**src/rtl/noc_pkg.sv**
```systemverilog
// Shared NOC router constants and enums.
// Used by the output arbiter and its round-robin picker.
package noc_pkg;

    localparam int NOC_NUM_IN   = 5;
    localparam int NOC_FLIT_W   = 16;
    localparam int NOC_TAIL_BIT = 15;
    localparam int NOC_CREDITS  = 5;

    typedef enum logic [2:0] {
        PORT_N,
        PORT_S,
        PORT_E,
        PORT_W,
        PORT_L
    } port_e;

    typedef enum logic {
        ARB_IDLE,
        ARB_LOCKED
    } arb_state_e;

endpackage

```
**src/rtl/noc_rr_pick.sv**
```systemverilog
// Purpose: combinational round-robin picker; the first request after ptr_i wins.
// Latency: 0 cycles (pure combinational).
// Backpressure: none; the caller decides whether the pick is used.
module noc_rr_pick
    import noc_pkg::*;
#(
    parameter  int N  = NOC_NUM_IN,
    localparam int IW = $clog2(N)
) (
    input  logic [N-1:0]  req_i,
    input  logic [IW-1:0] ptr_i,
    output logic [N-1:0]  gnt_o,
    output logic [IW-1:0] idx_o,
    output logic          vld_o
);

    logic [IW-1:0] p;
    logic          found;

    // Scan from ptr_i+1 around to ptr_i itself, so the last winner is lowest priority.
    always_comb begin
        gnt_o = '0;
        idx_o = '0;
        vld_o = 1'b0;
        found = 1'b0;
        p     = '0;
        for (int k = 1; k <= N; k++) begin
            p = IW'((int'(ptr_i) + k) % N);
            if (!found && req_i[p]) begin
                found    = 1'b1;
                gnt_o[p] = 1'b1;
                idx_o    = p;
            end
        end
        vld_o = found;
    end

endmodule

```
**src/rtl/noc_output_arbiter.sv**
```systemverilog
// Purpose: per-output-port switch allocator with round-robin and wormhole packet locking.
// Latency: grant is combinational; the granted flit appears on data_o one cycle later.
// Backpressure: downstream credits gate every grant; no grant while the credit count is zero.
module noc_output_arbiter
    import noc_pkg::*;
#(
    parameter  int NUM_IN   = NOC_NUM_IN,
    parameter  int FLIT_W   = NOC_FLIT_W,
    parameter  int CREDITS  = NOC_CREDITS,
    parameter  int TAIL_BIT = NOC_TAIL_BIT,
    localparam int IW       = $clog2(NUM_IN),
    localparam int CW       = $clog2(CREDITS + 1)
) (
    input  logic                     clk,
    input  logic                     rst,
    input  logic [NUM_IN-1:0]        req_i,
    input  logic [NUM_IN*FLIT_W-1:0] data_i,
    output logic [NUM_IN-1:0]        gnt_o,
    input  logic                     inc_credit_i,
    output logic [FLIT_W-1:0]        data_o,
    output logic                     send_data,
    output logic [CW-1:0]            credit_o,
    output logic                     busy_o,
    output logic                     err_o
);

    arb_state_e        state_q, state_d;
    logic [CW-1:0]     credit_q, credit_d;
    logic [IW-1:0]     rr_ptr_q, rr_ptr_d;
    logic [IW-1:0]     owner_q, owner_d;
    logic [FLIT_W-1:0] data_q, data_d;
    logic              send_q;
    logic              err_q, err_d;

    logic [NUM_IN-1:0] pick_gnt;
    logic [IW-1:0]     pick_idx;
    logic              pick_vld;

    logic [IW-1:0]     sel_idx;
    logic              sel_vld;
    logic [FLIT_W-1:0] sel_flit;
    logic              send;

    noc_rr_pick #(
        .N (NUM_IN)
    ) u_pick (
        .req_i (req_i),
        .ptr_i (rr_ptr_q),
        .gnt_o (pick_gnt),
        .idx_o (pick_idx),
        .vld_o (pick_vld)
    );

    // While locked only the packet owner may advance; everyone else waits for the tail.
    always_comb begin
        sel_idx  = pick_idx;
        sel_vld  = pick_vld;
        if (state_q == ARB_LOCKED) begin
            sel_idx = owner_q;
            sel_vld = req_i[owner_q];
        end
        sel_flit = data_i[sel_idx*FLIT_W +: FLIT_W];
        send     = !rst && (credit_q != '0) && sel_vld;
    end

    always_comb begin
        gnt_o = '0;
        if (send) begin
            gnt_o = (state_q == ARB_LOCKED) ? (NUM_IN'(1) << owner_q) : pick_gnt;
        end
    end

    always_comb begin
        state_d  = state_q;
        rr_ptr_d = rr_ptr_q;
        owner_d  = owner_q;
        data_d   = data_q;
        if (send) begin
            data_d = sel_flit;
            if (sel_flit[TAIL_BIT]) begin
                state_d  = ARB_IDLE;
                rr_ptr_d = sel_idx;
            end else begin
                state_d = ARB_LOCKED;
                owner_d = sel_idx;
            end
        end
    end

    // A returned credit only becomes spendable next cycle; inc and send together cancel.
    always_comb begin
        credit_d = credit_q;
        err_d    = err_q;
        if (inc_credit_i && !send) begin
            if (credit_q == CW'(CREDITS)) begin
                err_d = 1'b1;
            end else begin
                credit_d = credit_q + CW'(1);
            end
        end else if (!inc_credit_i && send) begin
            credit_d = credit_q - CW'(1);
        end
    end

    always_ff @(posedge clk) begin
        if (rst) begin
            state_q  <= ARB_IDLE;
            credit_q <= CW'(CREDITS);
            rr_ptr_q <= IW'(NUM_IN - 1);
            owner_q  <= '0;
            data_q   <= '0;
            send_q   <= 1'b0;
            err_q    <= 1'b0;
        end else begin
            state_q  <= state_d;
            credit_q <= credit_d;
            rr_ptr_q <= rr_ptr_d;
            owner_q  <= owner_d;
            data_q   <= data_d;
            send_q   <= send;
            err_q    <= err_d;
        end
    end

    assign data_o    = data_q;
    assign send_data = send_q;
    assign credit_o  = credit_q;
    assign busy_o    = (state_q == ARB_LOCKED);
    assign err_o     = err_q;

endmodule

```
**config.mk**
```make
export PLATFORM = sky130hd
export DESIGN_NAME = noc_output_arbiter
export DESIGN_NICKNAME = d
export VERILOG_FILES = /design/src/rtl/noc_pkg.sv /design/src/rtl/noc_rr_pick.sv /design/src/rtl/noc_output_arbiter.sv
export SDC_FILE = /design/constraint.sdc
export NUM_CORES = 1
export LEC_CHECK = 0
export CAP_MARGIN = 20
export CORE_ASPECT_RATIO = 1.1
export CORE_MARGIN = 8
export CORE_UTILIZATION = 50
export CTS_BUF_LIST = sky130_fd_sc_hd__clkbuf_4 sky130_fd_sc_hd__clkbuf_8
export DETAILED_ROUTE_END_ITERATION = 12
export PLACE_DENSITY = 0.86
export SETUP_SLACK_MARGIN = 0.2
export SLEW_MARGIN = 10
export SYNTH_ARGS = -nofsm -noshare
export SYNTH_HDL_FRONTEND = slang
export SYNTH_HIERARCHICAL = 1
export SYNTH_SLANG_ARGS = --single-unit
```
**constraint.sdc**
```tcl
create_clock -name clk -period 16.2 [get_ports clk]
set_input_delay 2.43 -clock clk [delete_from_list [all_inputs] [get_ports clk]]
set_output_delay 2.43 -clock clk [all_outputs]
set_load 0.01 [all_outputs]
```
==> results.md, run 1 <==
Routing:
- In the routed layout, each cell is associated on average with a via count of 6.34.
- The number of DRC violations after detailed routing is 0.
- The number of vias after detailed routing is 4,810.
- For this run, the detailed router's first-pass iteration total came to 5.
- The count of nets left with antenna violations once routing finished came out at 0.
- The detailed router finished its first iteration with 412 violations.
- Summed over all layers, the routed wires come to 14.5 mm.
- After detailed routing, the average wire length per cell comes to 19.1 um.

Critical path:
- Broken down by cell family, the worst path's largest delay share belongs to buffers and inverters.
- The setup check on the worst reg-to-reg path leaves a slack of 8.58 ns.
- The worst setup path is captured at an output port.
- The highest-delay cell along the critical path is sky130_fd_sc_hd__dfxtp_1.
- The critical path goes through inv_1, ha_1, inv_1, ha_1, nor2_1, a21oi_1, xnor2_1, inv_1, ha_1, inv_1, nor2_1, o32ai_2, mux2_4, mux2_4, o22a_1, nand2b_4, or4_4, o221ai_1, nand2_1, a21oi_1, clkdlybuf4s50_1.
- The worst register-to-register path begins at rr_ptr_q[1].
- The cell that appears most often on the critical path is sky130_fd_sc_hd__inv_1.
- STA classifies the critical path startpoint as a flop.
- For this run, the slowest stage of the critical path takes 0.67 ns.
- The category of the most critical setup path is flop to output port.
- The peak fanout along the critical path is 16.
- At the worst endpoint, the required time is 13.77 ns.
- The arrival time of data at the critical path endpoint is 6.66 ns.
- The critical path contains buffers and inverters numbering 5 combined.
- The worst setup path startpoint is rr_ptr_q[1].

Floorplanning:
- The initial standard-cell utilization of the core is 51.0%.
- The die span in x is 104 um.
- The die outline area is 11,600 um^2.
- After floorplanning, the core was divided into 35 placement rows.
- The I/O pin count is 115.
- The floorplan core area is 8280 um^2.
- In this run the vertical extent of the chip is 112 um.

Pwr:
- The power density over cell area is 248 nW/um^2.
- After layout, the design draws a total of 1.33 mW.
- The leakage power is 2.00 nW.
- The worst voltage drop across the vdd grid is 238 uV.

Synth:
- Counting flops with a built-in enable in the synthesized netlist gives 0.
- The number of standard cells after synthesis is 569.
- When the netlist entered floorplanning its net count stood at 684.
- The flip-flop and latch count after synthesis is 28.
- The portion of the post-synthesis area used by sequential elements is 13.3%.
- The primary flip-flop cell chosen by synthesis mapping is sky130_fd_sc_hd__dfxtp_1.
- A synthesized cell averages 7.42 um^2.
- The post-synthesis cell type with the largest combined area is sky130_fd_sc_hd__dfxtp_1.
- The cell area that synthesis handed to floorplanning was 4220 um^2.
- The area share of the largest cell type after synthesis is 13.3%.
- The number of warnings issued by yosys is 6.
- The number of unique standard cell types used by synthesis is 91.
- In the post-synthesis netlist, the biggest area contributors are sky130_fd_sc_hd__dfxtp_1 13%, sky130_fd_sc_hd__a21oi_1 10%, sky130_fd_sc_hd__ha_1 7.7%.
- In the synthesized netlist the async set-or-reset flop fraction comes to 0%.

Layout:
- The library cell used most frequently in the layout, excluding fill and tap cells, is sky130_fd_sc_hd__clkdlybuf4s50_1.
- The net count of the finished layout is 764.
- Fill cells in the final layout number 688.
- Relative to the synthesized area, the layout overhead comes to 27.3%.
- The final cell count without fillers is 759.
- The finished cells cover 5380 um^2.
- Cells with a size suffix above 1 make up 7.10% of the layout.
- 0 antenna diodes ended up in the layout.
- The library cells used most frequently in the layout, excluding fill and tap cells, are 114 x sky130_fd_sc_hd__clkdlybuf4s50_1, 85 x sky130_fd_sc_hd__a21oi_1, 39 x sky130_fd_sc_hd__nor2_1, 37 x sky130_fd_sc_hd__nand2_1, 30 x sky130_fd_sc_hd__inv_1.

Place:
- The final weighted congestion in routability-driven placement is 0.999.
- The number of placed cells counting well taps is 755.
- The cell area after placement is 5310 um^2.
- The half-perimeter wire length after placement is 11.3 mm.
- During placement, the flow inserted port buffers numbering 114.

Clock tree:
- The buffer cell driving the clock tree root is sky130_fd_sc_hd__clkbuf_8.
- Hold repair after CTS inserted 0 buffers.
- The clock sink total is 28.
- TritonCTS built the clock tree.
- The number of H-tree branching levels is 1.
- In this run the deepest clock path goes through 2 buffers.
- In this run, CTS created clock tree buffers numbering 3.
- The clock transition at the registers of the reported paths is 0.11 ns.
- The clock insertion delay at the later pin of the skew report is 0.28 ns.
- The post-CTS setup buffer count is 0.
- Gates resized during post-CTS repair numbered 0.

Timing:
- The setup skew after layout is 0.0104 ns.
- Measured against its own limit, the worst slew margin works out to 29.4%.
- The final sum of negative setup slack is 0 ns.
- The share of the clock period used by the worst path is 56.1%.
- The final count of pins violating max slew is 0.
- The slew at the pin closest to its max-slew limit is 1.06 ns.
- The final setup violation count is 0.
- The smallest clock period supported by the final layout is computed as 9.09 ns.
- Setup repair after global routing left no endpoint under its margin.
- The number of hold violations in the final report is 0.
- Static timing analysis puts the maximum clock frequency at 110 MHz.

Global routing:
- The number of antenna violations at the first check in global routing is 0.
- The overflow left after global routing is 0.
- The first global-routing pass estimated 23.4 mm of wire.
- The all-layer global routing usage is 23.5%.
- Entering global routing, the biggest net connects 46 pins.
- The via count of the first global-routing pass is 4,834.

Flow run:
- Across the run, the number of max-cap violations was 0.

Min path:
- The launch instance of the worst min-delay path is err_o.
- The worst hold path belongs to the class flop to flop.

Run status:
- The flow ran to the end, and the final reports show no timing, DRC or antenna violations.
==> metal layers <==
layer / up-vias / share of wire [%] / GRT usage [%]
met3: 42 / 5.8 / 4.76
li1: 2318 / - / -
met2: 181 / 51 / 42.7
met5: - / 0 / 0
met4: 0 / 3.9 / 11.3
met1: 2269 / 39 / 25.5
==> state kept, by name, summed over array words and instances, names as in the netlist <==
name / flops
data_o: 16
credit_o: 3
owner_q: 3
rr_ptr_q: 3
busy_o: 1
err_o: 1
send_data: 1
==> final timing paths <==
path | end | depth (start not counted)
setup / recovery | gnt_o[3] | 21
hold / removal | err_o | 1
hold reg to reg | err_o | 1
setup reg to reg | rr_ptr_q[0] | 24
==> Yosys cell counts, drive strengths merged, types with 5 or more instances <==
| cell | count |
|---|---|
| ha | 26 |
| nor2 | 40 |
| or3 | 19 |
| nor2b | 10 |
| nand3 | 7 |
| o21a | 5 |
| nor3 | 10 |
| o21ai | 22 |
| nor4 | 5 |
| xnor2 | 13 |
| nand3b | 5 |
| mux2 | 5 |
| nand2 | 37 |
| o31ai | 6 |
| o211ai | 9 |
| a31oi | 17 |
| dfxtp | 28 |
| a32oi | 17 |
| mux2i | 13 |
| a211oi | 18 |
| a21oi | 91 |
| nand2b | 14 |
| buf | 25 |
| inv | 32 |
| clkbuf | 17 |
==> stage by stage <==
stage	utilization, %	hold WS, ns	setup WS, ns
6_report	65.0	0.479	7.11
5_1_grt	65.0	0.509	6.63
4_1_cts	65.0	0.485	7.15
3_5_place_dp	64.1	0.456	7.49
3_3_place_gp	64.1	0.457	7.65
2_1_floorplan	-	0.478	8.73
==> layout make-up <==
class                           instances  area, um^2  area share [%]
Sequential cell                        28         561            10.4
Multi-Input combinational cell        466        3320            61.7
Clock inverter                          1        30.0           0.558
Tap cell                              111         139            2.58
Inverter                               33         125            2.33
Timing Repair Buffer                  117        1160            21.6
Clock buffer                            3        41.3           0.768
==> cells by family (layout without fill, tap and decap cells) <==
logic type | count (synthesis) | in the layout | synth area share (%)
AO/OA/AOI/OAI | 236 | 236 | 38.3
XOR/XNOR | 15 | 15 | 4.00
adder cells (fa/ha/maj) | 28 | 28 | 8.44
buffers and inverters | 75 | 154 | 8.23
flip-flops | 28 | 28 | 13.3
multiplexers | 19 | 19 | 5.72
AND/OR/NAND/NOR | 168 | 168 | 22.0
==> power breakdown <==
part / internal (mW) / switching, mW / total [mW]
clock: 0.0331 / 0.0229 / 0.0560
sequential: 0.102 / 0.0361 / 0.138
combinational: 0.468 / 0.669 / 1.14
Note: power is estimated with default switching activity, not from simulation.
==> inputs of run 2 (changes only) <==
==> constraint.sdc (replaced) <==
create_clock -name clk -period 9.4 [get_ports clk]
set_input_delay 1.41 -clock clk [delete_from_list [all_inputs] [get_ports clk]]
set_output_delay 1.41 -clock clk [all_outputs]
set_load 0.01 [all_outputs]
==> run 2 against run 1 <==
Clock skew hardly changed; via count is 1.6% higher; sequential cell count stayed put; first-iteration DRC count is 19% higher; power is 74% higher; clock power is 78% higher; cell count stayed put; non-clock buffer count stayed put; sequential share of layout area stayed put.
==> results.md, run 2 (synthesis gave the netlist of run 1 again) <==
Run status:
- Result of the run: complete, no violations (unchanged).

Floorplanning:
- The floorplan core area is 8280 um^2 (unchanged).
- The initial standard-cell utilization of the core came to 51.0% (unchanged).
- The number of cell rows was 35 (unchanged).
- The I/O pin count was 115 (unchanged).
- The die outline area is 11,600 um^2 (unchanged).
- The height of the chip is 112 um (unchanged).
- The die span in x is 104 um (unchanged).

Layout:
- Top library cells by usage in the layout, fill and taps aside: 114 x sky130_fd_sc_hd__clkdlybuf4s50_1, 85 x sky130_fd_sc_hd__a21oi_1, 39 x sky130_fd_sc_hd__nor2_1, 37 x sky130_fd_sc_hd__nand2_1, 30 x sky130_fd_sc_hd__inv_1 (unchanged).
- The growth of design area from synthesis to finish is 27.3% (unchanged).
- The share of cells above drive strength 1 is 7.10% (unchanged).
- The number of nets in the final layout is 764 (unchanged).
- The most frequent standard cell in the layout excluding fill and tap cells was sky130_fd_sc_hd__clkdlybuf4s50_1 (unchanged).
- The number of filler cells placed in the layout was 700 (was 688).
- The antenna diode instance count is 0 (unchanged).
- The number of flip-flops under the largest register name is 16 (unchanged).
- The area of the multi-input gates is 3320 um^2 (unchanged).
- The storage element area is 561 um^2 (unchanged).

Global routing:
- The number of antenna violations at the first check in global routing is 0 (unchanged).
- The overflow left after global routing was 0 (unchanged).
- The all-layer global routing usage came to 23.5% (about the same).
- The via count of the first global-routing pass is 4,675 (was 4,834).
- The wire length of the first global-routing pass was 23.2 mm (was 23.4 mm).
- The maximum number of pins on one net before global-route repair came to 37 (was 46).

Routing:
- The wire length on met3 was 995 um (was 842 um).
- The average wire length per cell after detail routing was 19.5 um (was 19.1 um).
- The number of DRC violations after detailed routing was 0 (unchanged).
- The highest routed metal layer is met4 (unchanged).
- The DRC violation total after the first TritonRoute iteration is 491 (was 412).
- The wire length on met1 is 5.73 mm (was 5.72 mm).
- The sum of routed wire length over all layers was 14.8 mm (was 14.5 mm).
- The detailed-route vias per instance is 6.44 (was 6.34).
- The number of detailed-routing iterations run before antenna repair was 5 (unchanged).
- The length of routed met2 wiring was 7.75 mm (was 7.35 mm).
- The number of vias after detailed routing is 4,887 (was 4,810).
- The number of nets still failing antenna checks after routing is 0 (unchanged).

Timing:
- The clock period minus final worst setup slack is 8.14 ns.
- The final setup violation count is 0 (unchanged).
- The share of the clock period used by the worst path is 86.6%.
- The worst-case headroom to the max-slew limit is 29.5% (was 29.4%).
- The final count of pins violating max slew was 0 (unchanged).
- The number of hold violations in the final report is 0 (unchanged).
- The setup skew after layout is 0.00999 ns (was 0.0104 ns).
- The slew at the pin closest to its max-slew limit was 1.06 ns (about the same).
- The highest achievable clock rate is 123 MHz.
- Setup repair after global routing missed its margin: no (unchanged).
- The final sum of negative setup slack is 0 ns (unchanged).

Clock tree:
- The number of H-tree branching levels is 1 (unchanged).
- The number of buffers on the longest clock path came to 2 (unchanged).
- The number of gates resized after CTS is 0 (unchanged).
- The total of hold buffers inserted after clock tree synthesis is 0 (unchanged).
- The clock transition at the registers of the reported paths is 0.10 ns (was 0.11 ns).
- The TritonCTS clock tree is built (unchanged).
- The number of buffers inserted during clock tree synthesis is 3 (unchanged).
- The clock insertion delay at the later pin of the skew report came to 0.29 ns (was 0.28 ns).
- The clock sink total is 28 (unchanged).
- The post-CTS setup buffer count is 0 (unchanged).
- The buffer cell driving the clock tree root is sky130_fd_sc_hd__clkbuf_8 (unchanged).

Place:
- The final weighted congestion in routability-driven placement came to 0.974 (was 0.999).
- The number of buffer cells added on primary ports is 114 (unchanged).
- The half-perimeter wire length after placement is 11.4 mm (was 11.3 mm).

Critical path:
- The worst path buffer plus inverter count is 5 (unchanged).
- The startpoint type of the worst setup path is a flop (unchanged).
- Critical Path, Cell by Cell: inv_1, ha_1, inv_1, ha_1, nor2_1, a21oi_1, xnor2_1, inv_1, ha_1, inv_1, nor2_1, o32ai_2, mux2_4, mux2_4, o22a_1, nand2b_4, or4_4, o221ai_1, nand2_1, a21oi_1, clkdlybuf4s50_1 (unchanged).
- The highest-delay cell along the critical path is sky130_fd_sc_hd__dfxtp_1 (unchanged).
- The critical register-to-register path startpoint is rr_ptr_q[1] (unchanged).
- The worst setup path startpoint is rr_ptr_q[1] (unchanged).
- The delay of the slowest cell on the worst path was 0.68 ns (was 0.67 ns).
- The flop-to-flop setup slack came to 1.73 ns (was 8.58 ns).
- The capturing element type of the critical path was an output port (unchanged).
- The top cell family by delay on the critical path was buffers and inverters (unchanged).
- The category of the most critical setup path is flop to output port (unchanged).
- The end of the worst register-to-register path is rr_ptr_q[2] (was rr_ptr_q[0]).
- The peak fanout along the critical path is 16 (unchanged).
- The length in cells of the worst reg-to-reg path is 24 (unchanged).
- The data required time of the worst path is 7.99 ns (was 13.77 ns).
- The most frequent cell on the critical path was sky130_fd_sc_hd__inv_1 (unchanged).
- The arrival time of data at the critical path endpoint was 6.73 ns (was 6.66 ns).

Pwr:
- The leakage power is 2.00 nW (unchanged).
- The power density over cell area is 432 nW/um^2 (was 248 nW/um^2).
- The internal power summed over all cells came to 1.04 mW (was 0.603 mW).
- The worst voltage drop across the vdd grid came to 399 uV (was 238 uV).
- The relative contribution of the clock network to total power was 4.3% (was 4.2%).
- The sequential cell fraction of total power was 10.8% (was 10.4%).
- The share of power burned in combinational logic is 84.9% (was 85.4%).
- The sum of internal, switching and leakage power is 2.32 mW (was 1.33 mW).
- The switching share of power is 55.2% (was 54.7%).
- The switching power total was 1.28 mW (was 0.728 mW).

Flow run:
- The total of max-cap violations is 0 (unchanged).

Min path:
- The launch instance of the worst min-delay path is data_o[10] (was err_o).
- The count of cells along the worst hold path is 2 (was 1).
- The end point of the most critical hold path is data_o[10] (was err_o).
- The path type of the worst min-delay path was flop to flop (unchanged).
==> run 2: cell counts in the layout (fill, tap and decap cells not counted) <==
No cell type changed its count.
==> run 2: power by group through the flow <==
| stage | clock (mW) | combinational [mW] | sequential (mW) |
|---|---|---|---|
| global route | 0.102 | 2.13 | 0.260 |
| CTS | 0.0980 | 1.93 | 0.249 |
| finish | 0.0995 | 1.97 | 0.251 |
| floorplan | 0 | 1.46 | 0.232 |
| global placement | 0 | 1.88 | 0.247 |
| detailed placement | 0 | 1.92 | 0.251 |
==> run 2: layout make-up <==
| class | instances | area share [%] |
|---|---|---|
| timing repair buffer | 117 | 21.6 |
| multi-input combinational | 466 | 61.7 |
| tap | 111 | 2.58 |
| clock inverter | 1 | 0.558 |
| clock buffer | 3 | 0.768 |
| inverter | 33 | 2.33 |
| sequential | 28 | 10.4 |
==> run 2: per-layer routing <==
layer | GRT usage (%) | up-vias
li1 | - | 2320
met1 | 25.6 | 2297
met2 | 44.6 | 245
met3 | 4.07 | 25
met4 | 7.16 | 0
met5 | 0 | -
==> run 2: worst min-delay path, delay by kind of cell (launching register included) <==
| kind | cells | cell delay, ns |
|---|---|---|
| flops | 1 | 0.34 |
| simple gates | 1 | 0.06 |
| compound gates | 1 | 0.06 |
==> run 2: worst max path at each step <==
stage,cells after the start,end,slack [ns]
4_1_cts,21,gnt_o[3],1.29
6_report,21,gnt_o[3],1.26
3_5_place_dp,21,gnt_o[3],1.63
3_3_place_gp,21,gnt_o[3],1.86
5_1_grt,21,gnt_o[3],0.92
2_1_floorplan,23,gnt_o[3],2.95
==> run 2: metrics by stage <==
stage	cells	util [%]	setup WS (ns)	hold slack, ns	instance area, um^2
floorplan	569	-	2.95	0.478	4220
global placement	755	64.1	1.86	0.454	5310
finish	759	65.0	1.26	0.501	5380
global route	759	65.0	0.919	0.523	5380
CTS	759	65.0	1.29	0.498	5380
detailed placement	755	64.1	1.63	0.483	5310
